File: src/rtl/riscv_pkg.sv
// ============================================================================
// Module   : riscv_pkg
// Brief    : Shared constants, fetch FSM state type and PC helpers for the
//            RV32I fetch front end.
// Revision : 1.0 - initial release
// ============================================================================
`default_nettype none

package riscv_pkg;

    localparam logic [31:0] RESET_PC_DEFAULT = 32'h0000_0000;
    localparam logic [31:0] INST_NOP         = 32'h0000_0013;

    typedef enum logic [1:0] {
        S_IDLE  = 2'd0,
        S_FETCH = 2'd1,
        S_WAIT  = 2'd2,
        S_DROP  = 2'd3
    } fetch_state_t;

    // Instructions are word aligned; low address bits of a target are dropped.
    function automatic logic [31:0] align_pc(input logic [31:0] addr);
        return {addr[31:2], 2'b00};
    endfunction

    function automatic logic is_misaligned(input logic [31:0] addr);
        return (addr[1:0] != 2'b00);
    endfunction

endpackage

`default_nettype wire

File: src/rtl/fetch_skid_buf.sv
// ============================================================================
// Module   : fetch_skid_buf
// Brief    : One-entry {pc, inst} holding buffer between the fetch response
//            path and the IF/ID output register.
// Revision : 1.0 - initial release
// ============================================================================
`default_nettype none

module fetch_skid_buf #(
    parameter int XLEN = 32
) (
    input  logic            clk,
    input  logic            rst_n,
    input  logic            clear,
    input  logic            push,
    input  logic            pop,
    input  logic [XLEN-1:0] push_pc,
    input  logic [31:0]     push_inst,
    output logic            full,
    output logic [XLEN-1:0] head_pc,
    output logic [31:0]     head_inst
);

    logic            r_full;
    logic [XLEN-1:0] r_pc;
    logic [31:0]     r_inst;

    // Clear wins over everything; a push alongside a pop replaces the entry.
    always_ff @(posedge clk or negedge rst_n) begin
        if (!rst_n) begin
            r_full <= 1'b0;
            r_pc   <= '0;
            r_inst <= '0;
        end else if (clear) begin
            r_full <= 1'b0;
        end else if (push) begin
            r_full <= 1'b1;
            r_pc   <= push_pc;
            r_inst <= push_inst;
        end else if (pop) begin
            r_full <= 1'b0;
        end
    end

    assign full      = r_full;
    assign head_pc   = r_pc;
    assign head_inst = r_inst;

endmodule

`default_nettype wire

File: src/rtl/fetch_pc_unit.sv
// ============================================================================
// Module   : fetch_pc_unit
// Brief    : IF-stage PC generator with single-outstanding instruction fetch,
//            branch redirect/flush and a skid-buffered IF/ID output.
// Revision : 1.0 - initial release
// ============================================================================
`default_nettype none

module fetch_pc_unit
    import riscv_pkg::*;
#(
    parameter logic [31:0] RESET_PC = RESET_PC_DEFAULT,
    parameter int          XLEN     = 32
) (
    input  logic            clk,
    input  logic            rst_n,
    input  logic            stall,
    input  logic            branch_taken,
    input  logic [XLEN-1:0] branch_target,
    output logic            imem_req,
    output logic [XLEN-1:0] imem_addr,
    input  logic            imem_gnt,
    input  logic            imem_rvalid,
    input  logic [31:0]     imem_rdata,
    output logic            if_valid,
    output logic [XLEN-1:0] if_pc,
    output logic [31:0]     if_inst,
    output logic            flush,
    output logic            misalign
);

    fetch_state_t    r_state;
    logic [XLEN-1:0] r_pc;
    logic [XLEN-1:0] r_req_pc;
    logic            r_if_valid;
    logic [XLEN-1:0] r_if_pc;
    logic [31:0]     r_if_inst;
    logic            r_misalign;

    logic            w_skid_full;
    logic [XLEN-1:0] w_skid_pc;
    logic [31:0]     w_skid_inst;
    logic            w_req;
    logic            w_grant;
    logic            w_deliver;
    logic            w_out_free;
    logic            w_skid_pop;
    logic            w_deliver_to_out;
    logic            w_skid_push;
    logic [XLEN-1:0] w_target;

    // A full skid buffer means the pipeline is backed up: stop requesting.
    assign w_req    = (r_state == S_FETCH) && !w_skid_full;
    assign w_grant  = w_req && imem_gnt;
    assign w_target = align_pc(branch_target);

    // A response in WAIT is the live one unless a redirect kills it this cycle.
    assign w_deliver = (r_state == S_WAIT) && imem_rvalid && !branch_taken;

    assign w_out_free       = !r_if_valid || !stall;
    assign w_skid_pop       = !branch_taken && !stall && w_skid_full;
    assign w_deliver_to_out = w_deliver && w_out_free && !w_skid_full;
    assign w_skid_push      = w_deliver && !w_deliver_to_out;

    always_ff @(posedge clk or negedge rst_n) begin
        if (!rst_n) begin
            r_state  <= S_IDLE;
            r_pc     <= RESET_PC;
            r_req_pc <= RESET_PC;
        end else begin
            case (r_state)
                S_IDLE: begin
                    r_state <= S_FETCH;
                end
                S_FETCH: begin
                    if (w_grant) begin
                        r_req_pc <= r_pc;
                        r_pc     <= r_pc + XLEN'(4);
                        r_state  <= branch_taken ? S_DROP : S_WAIT;
                    end
                end
                S_WAIT: begin
                    if (imem_rvalid) begin
                        r_state <= S_FETCH;
                    end else if (branch_taken) begin
                        r_state <= S_DROP;
                    end
                end
                S_DROP: begin
                    if (imem_rvalid) begin
                        r_state <= S_FETCH;
                    end
                end
                default: begin
                    r_state <= S_IDLE;
                end
            endcase

            // Redirect overrides the sequential increment above.
            if (branch_taken) begin
                r_pc <= w_target;
            end
        end
    end

    always_ff @(posedge clk or negedge rst_n) begin
        if (!rst_n) begin
            r_if_valid <= 1'b0;
            r_if_pc    <= RESET_PC;
            r_if_inst  <= INST_NOP;
        end else if (branch_taken) begin
            r_if_valid <= 1'b0;
        end else if (w_skid_pop) begin
            r_if_valid <= 1'b1;
            r_if_pc    <= w_skid_pc;
            r_if_inst  <= w_skid_inst;
        end else if (w_deliver_to_out) begin
            r_if_valid <= 1'b1;
            r_if_pc    <= r_req_pc;
            r_if_inst  <= imem_rdata;
        end else if (!stall) begin
            r_if_valid <= 1'b0;
        end
    end

    always_ff @(posedge clk or negedge rst_n) begin
        if (!rst_n) begin
            r_misalign <= 1'b0;
        end else begin
            r_misalign <= branch_taken && is_misaligned(branch_target);
        end
    end

    fetch_skid_buf #(
        .XLEN (XLEN)
    ) u_skid (
        .clk       (clk),
        .rst_n     (rst_n),
        .clear     (branch_taken),
        .push      (w_skid_push),
        .pop       (w_skid_pop),
        .push_pc   (r_req_pc),
        .push_inst (imem_rdata),
        .full      (w_skid_full),
        .head_pc   (w_skid_pc),
        .head_inst (w_skid_inst)
    );

    assign imem_req  = w_req;
    assign imem_addr = r_pc;
    assign if_valid  = r_if_valid;
    assign if_pc     = r_if_pc;
    assign if_inst   = r_if_inst;
    assign flush     = branch_taken;
    assign misalign  = r_misalign;

endmodule

`default_nettype wire
File: config.mk
export PLATFORM = sky130hd
export DESIGN_NAME = fetch_pc_unit
export DESIGN_NICKNAME = d
export VERILOG_FILES = /design/src/rtl/riscv_pkg.sv /design/src/rtl/fetch_skid_buf.sv /design/src/rtl/fetch_pc_unit.sv
export SDC_FILE = /design/constraint.sdc
export NUM_CORES = 1
export LEC_CHECK = 0
export ABC_AREA = 1
export CORE_MARGIN = 5
export CORE_UTILIZATION = 43
export DETAILED_ROUTE_END_ITERATION = 6
export MAX_ROUTING_LAYER = met4
export PLACE_DENSITY = 0.68
export SYNTH_ARGS = -nofsm -noshare
export SYNTH_HDL_FRONTEND = slang
export SYNTH_HIERARCHICAL = 1
export SYNTH_SLANG_ARGS = --single-unit
export TNS_END_PERCENT = 20
File: constraint.sdc
create_clock -name clk -period 2.35 [get_ports clk]
set_input_delay 0.3525 -clock clk [delete_from_list [all_inputs] [get_ports clk]]
set_output_delay 0.3525 -clock clk [all_outputs]
set_load 0.005 [all_outputs]
==> results.tsv <==
metric	value	unit
status	complete, no violations	
Buffers on Ports	167	
final hold vios	0	
first-pass GRT wire length	39.1	mm
placed cell area	10900	um2
Post-route DRC	0	
max cap viols	0	
Distinct cells, synth	29	
Cells after Synth	1120	
DRT iter0 DRCs	472	
die area	23800	um2
YS warnings	6	
period utilization	90.3	%
vias in the first global route	7560	
die width	154	um
RSZ-0062 raised after global routing	false	
CTS tree	yes	
cell taking the most area after synthesis	dfrtp_1	
I/O pin count	170	
P per Cell Area	1040	nW/um2
CTS Sinks	193	
most frequent cell after synthesis	nand2_1	
synth top area cells	dfrtp_1 53%, nand2_1 17%, nand3_1 6.0%	
worst-skew pair later-pin latency	0.42	ns
Setup crit start kind	register	
post-synthesis register bit count	193	
Synth top cells by count	412 x nand2_1, 190 x dfrtp_1, 108 x nor2_1	
CP max FO	4	
root buffer cell	clkbuf_16	
Achievable Freq	0.471	GHz
Setup-failing EPs final	0	
fillers	1906	
All-Layer GR Usage	20.6	%
pre-CTS WS	-0.0220	ns
FP Rows	52	
drt wl/cell	14.9	um
Async SR Flop Fraction	100	%
CTS clock-pin slew for the worst setup and hold paths	0.07	ns
HP Class	primary input to asynchronous set/reset pin	
initial antenna violation count	0	
crit end category	output pin	
skew final	0.00887	ns
H-tree levels	4	
worst hold margin	0.431	ns
Die H	154	um
top-area cell type share of the netlist area	53.2	%
syn avg cell area	7.99	um2
global placement routability congestion	0.889	
CTS Buf Count	17	
Max Buffers Root-to-Sink	2	
worst setup slack after layout	0.228	ns
Total Wirelength	23.1	mm
initial core utilization	43.9	%
DPL Wire Length	16.3	mm
cell area after layout	11400	um2
maximum vdd drop	0.518	mV
GRT overflow	0	
share of layout cells above drive strength 1	5.84	%
fin crit period	2.12	ns
Critical Path RT	2.00	ns
ANT cells	0	
number of synthesized flops with an enable pin	0	
LEAKAGE	5.36	nW
slew margin rel.	58.6	%
ANT nets after route	0	
largest net degree at the start of global routing	62	
register area share after synthesis	54.0	%
synth-to-layout area growth	27.9	%
Final Max Tran Viols	0	
TritonRoute pass-1 iters	5	
Top FF cell, synth	dfrtp_1	
Cell Area, Synth	8940	um2
Worst-Margin Slew	0.619	ns
final net count	1345	
Core ar.	20400	um2
via count	7668	
Worst Path Arrival	1.77	ns
WS Path Type	register to output pin	
vias per cell	4.93	
Power, Total	11.9	mW
critical path, cell delays in order, from the launching register on:
cell and delay, ns:
dfrtp_1 0.41, inv_1 0.07, ha_1 0.14, inv_2 0.05
nor2_1 0.14, clkdlybuf4s50_1 0.54
kinds of logic (layout without fill, tap and decap cells):
family | after synthesis | in the layout | share of synthesized area, %
adder cells (fa/ha/maj) | 4 | 4 | 0.560
AND/OR/NAND/NOR | 638 | 638 | 28.8
AO/OA/AOI/OAI | 149 | 149 | 9.26
XOR/XNOR | 5 | 5 | 0.490
other | 1 | 4 | 0.0419
flip-flops | 193 | 193 | 54.0
buffers and inverters | 130 | 291 | 6.77
flip-flops by register name, summed over array words and instances (netlist names):
register,flops
if_valid,1
u_skid/head_pc,32
if_pc,32
imem_addr,30
u_skid/full,1
misalign,1
if_inst,32
r_req_pc,30
r_state,2
u_skid/head_inst,32
layout by cell type (no fill, tap or decap), types with 5 or more instances in the layout:
cell type	instances
clkinv_4	5
buf_4	20
nand3_1	107
buf_12	5
nand2_1	411
clkdlybuf4s50_1	166
o21ai_0	88
inv_2	5
clkbuf_16	17
a31oi_1	49
nor2_1	108
dfrtp_1	190
inv_1	61
routing by layer:
metal / up-vias / routed length (um) / track usage (%)
met3: 12 / 1300 / 3.19
li1: 3901 / - / -
met5: - / 0 / -
met1: 3511 / 11500 / 29.9
met2: 244 / 10200 / 30.7
met4: 0 / 180 / 4.75
layout make-up:
| type | count | area [um2] | share of cell area [%] |
|---|---|---|---|
| Sequential cell | 193 | 4830 | 42.2 |
| Tap cell | 270 | 338 | 2.95 |
| Clock inverter | 15 | 126 | 1.10 |
| Clock buffer | 17 | 425 | 3.72 |
| Multi-Input combinational cell | 800 | 3540 | 30.9 |
| Inverter | 66 | 248 | 2.17 |
| Timing Repair Buffer | 193 | 1940 | 16.9 |
metrics by stage:
step                      setup TNS [ns]  util (%)  std cells
after CTS                              0      56.2       1554
after floorplan                        0         -       1123
after global routing                   0      56.2       1554
after global placement          -0.00301      53.4       1521
final                                  0      56.2       1554
after detailed placement         -0.0220      53.4       1521
path summary, 6_finish.rpt:
path	slack, ns	startpoint	endpoint	cells past startpoint
worst max-delay path	0.23	r_state[1]	imem_req	5
worst min-delay path	0.43	rst_n	if_inst[24]	2
worst max register to register	0.28	r_state[0]	u_skid/head_pc[10]	11
worst min register to register	0.47	u_skid/head_inst[8]	u_skid/head_inst[8]	2
max in group asynchronous	1.14	rst_n	if_inst[1]	3
min in group clk	0.47	u_skid/head_inst[8]	u_skid/head_inst[8]	2
power breakdown:
| group | switching (mW) | internal, mW | leakage (nW) | total (mW) |
|---|---|---|---|---|
| Clock | 1.32 | 1.39 | 0.274 | 2.71 |
| Combinational | 1.73 | 2.03 | 2.68 | 3.75 |
| Sequential | 0.881 | 4.59 | 2.41 | 5.47 |
repair_timing:
| item | 4_1_cts | 5_1_grt |
|---|---|---|
| gates resized for setup | 0 | 1 |
| hold endpoints to repair | 42 | 0 |
| setup endpoints to repair | 0 | 8 |
| hold buffers | 1 | 0 |
| setup buffers | 0 | 0 |
No activity file was read; power rests on OpenSTA's default activity.
==> patch (same flow settings) <==
Register the input `branch_target` before use. The logic sees it one clock later. The other inputs are not delayed to match.
--- a/src/rtl/fetch_pc_unit.sv
+++ b/src/rtl/fetch_pc_unit.sv
@@ -29,6 +29,12 @@
     output logic            misalign
 );
 
+    logic [XLEN-1:0] branch_target_q;
+
+    always_ff @(posedge clk) begin
+        branch_target_q <= branch_target;
+    end
+
     fetch_state_t    r_state;
     logic [XLEN-1:0] r_pc;
     logic [XLEN-1:0] r_req_pc;
@@ -52,7 +58,7 @@
     // A full skid buffer means the pipeline is backed up: stop requesting.
     assign w_req    = (r_state == S_FETCH) && !w_skid_full;
     assign w_grant  = w_req && imem_gnt;
-    assign w_target = align_pc(branch_target);
+    assign w_target = align_pc(branch_target_q);
 
     // A response in WAIT is the live one unless a redirect kills it this cycle.
     assign w_deliver = (r_state == S_WAIT) && imem_rvalid && !branch_taken;
@@ -127,7 +133,7 @@
         if (!rst_n) begin
             r_misalign <= 1'b0;
         end else begin
-            r_misalign <= branch_taken && is_misaligned(branch_target);
+            r_misalign <= branch_taken && is_misaligned(branch_target_q);
         end
     end
 
Behaviour: not the same (a bounded check fails within 4 cycles, from zero or initial values and one cycle with rst_n low).
==> patch against the unedited design <==
- setup slack worse by 0.083 ns
- largest power group unchanged
- highest routed layer unchanged
- critical path type unchanged
- global-route usage is 1.6 points lower
- wire length is 4.1% higher
- power is 7.3% higher
- final area is 8.3% higher
- critical path depth stayed put
- synthesized area is 7.5% higher
- sequential cell count is 32 higher
==> patch: results (changes against the unedited design) <==
stage,metric,value,unit,change
outcome,status,completed,,
finish,comb.multi_input.count,799,,-0.13%
global_route,grt_max_degree,68,,+9.7%
worst_hold_path,min_path_type,in -> reg,,
global_route,grt.met3_usage,0.0305,,-0.00131
finish,seq_share,0.442,,+0.0193
yosys,yosysSeqAreaShare,0.569,,+0.0291
detailed_routing,drt_iter0_markers,594,,+26%
clock_network,htree_levels,1,,-3
clock_network,numCtsBuffers,25,,+8
finish,final-nonclk-buf-share,0.158,,-0.0112
clock_network,clockBufferDepth,3,,+1
placed_design,place_congestion,0.868,,-2.4%
global_route,grt.total_usage,0.190,,-0.0157
finish,nClkBuffers,40,,+23
yosys,ys_async_sr_fraction,0.858,,-0.142
critical_path,cp_data_arrival_time,1.85,ns,+0.08 ns
detailed_routing,met3_length,1.41,mm,+8.2%
detailed_routing,viasPerCell,4.97,,+0.76%
sta,fin_skew,0.00679,ns,-0.00208 ns
global_route,grt_pass1_wl,39.8,mm,+1.9%
finish,clk_share,0.0655,,+0.0173
finish,multi_input_area,3550,sq um,+0.42%
clock_network,cts_sinks,225,,+17%
clock_network,insertion_delay,0.51,ns,+0.09 ns
pwr,ir_drop,0.482,mV,-6.9%
global_route,grt_use_met2,0.297,,-0.0103
placed_design,pre_cts_slack,0.250,ns,+0.272 ns
placed_design,dpl.hpwl,16.4,mm,+0.39%
detailed_routing,wl_met2,11.0,mm,+8.8%
pwr,power_leakage,0.00580,uW,+8.2%
finish,inverters,66,,unchanged
critical_path,crit_fanout,4,,unchanged
critical_path,rr_startpoint,r_state[1],,
clock_network,cts_hold_buffers,1,,unchanged
detailed_routing,routed.top_layer,met4,,
yosys,ys_types,33,,+14%
finish,num-fill-cells,2000,,+4.9%
yosys,ys_warn_count,6,,unchanged
finish,num-nonclk-buffers,191,,-1.0%
finish,layout-drive-gt1-share,0.0611,,+0.00267
clock_network,ctsResizeCount,1,,+1
yosys,synth_common_cells,"nand2_1 (423), dfrtp_1 (190), nand3_1 (107)",,
detailed_routing,wl_met1,11.2,mm,-2.8%
detailed_routing,totalWireLength,24.1,mm,+4.1%
global_route,use_met1,0.263,,-0.0355
finish,fin_nets,1382,,+2.8%
global_route,grt_pass1_vias,7717,,+2.1%
sta,worst_pin_slew,0.582,ns,-0.0367 ns
yosys,synthTopCellsByArea,"dfrtp_1 (49%), nand2_1 (17%), dfxtp_1 (6.7%)",,
-- patch: cell types whose count changed after synthesis, sizes merged, moves of 11 or more --
cell | before | now
nand2 | 415 | 426
a31oi | 49 | 62
o21ai | 88 | 64
dfxtp | 0 | 32
-- patch: cell families (layout without fill, tap and decap cells) --
| family | count (synthesis) | count (layout) | synth area share |
|---|---|---|---|
| AND/OR/NAND/NOR | 646 | 646 | 0.270 |
| flip-flops | 225 | 225 | 0.569 |
| AO/OA/AOI/OAI | 139 | 139 | 0.0841 |
| buffers and inverters | 130 | 302 | 0.0651 |
| XOR/XNOR | 6 | 6 | 0.00547 |
| adder cells (fa/ha/maj) | 4 | 4 | 0.00521 |
| other | 1 | 4 | 0.000390 |
-- patch: worst max-delay path, cell delays in order, from the launching register on --
cell	delay [ns]
dfrtp_1	0.40
inv_1	0.08
ha_1	0.14
inv_1	0.09
nor2_4	0.13
clkdlybuf4s50_1	0.52
-- patch: path summary, 6_finish.rpt --
kind                                         to  slack (ns)  cells after the start
max reg2reg                        imem_addr[5]        0.51                      9
min                         branch_target_q[31]        0.29                      1
max in group asynchronous  u_skid/head_inst[21]        1.28                      3
min in group asynchronous           if_inst[27]        0.41                      2
min reg2reg                       imem_addr[17]        0.45                      2
max                                    imem_req        0.14                      5
-- patch: through the flow --
| step | hold WS, ns | std cells | cell area, sq um |
|---|---|---|---|
| final | 0.285 | 1606 | 12400 |
| after global routing | 0.266 | 1606 | 12400 |
| after CTS | 0.260 | 1606 | 12400 |
| after detailed placement | 0.392 | 1560 | 11600 |
| after global placement | 0.399 | 1560 | 11600 |
| after floorplan | 0.0569 | 1154 | 9620 |
-- patch: power breakdown --
| part | switching [uW] | internal, uW |
|---|---|---|
| clock | 1470 | 2310 |
| sequential | 739 | 4850 |
| combinational | 1520 | 1920 |
| total | 3730 | 9080 |
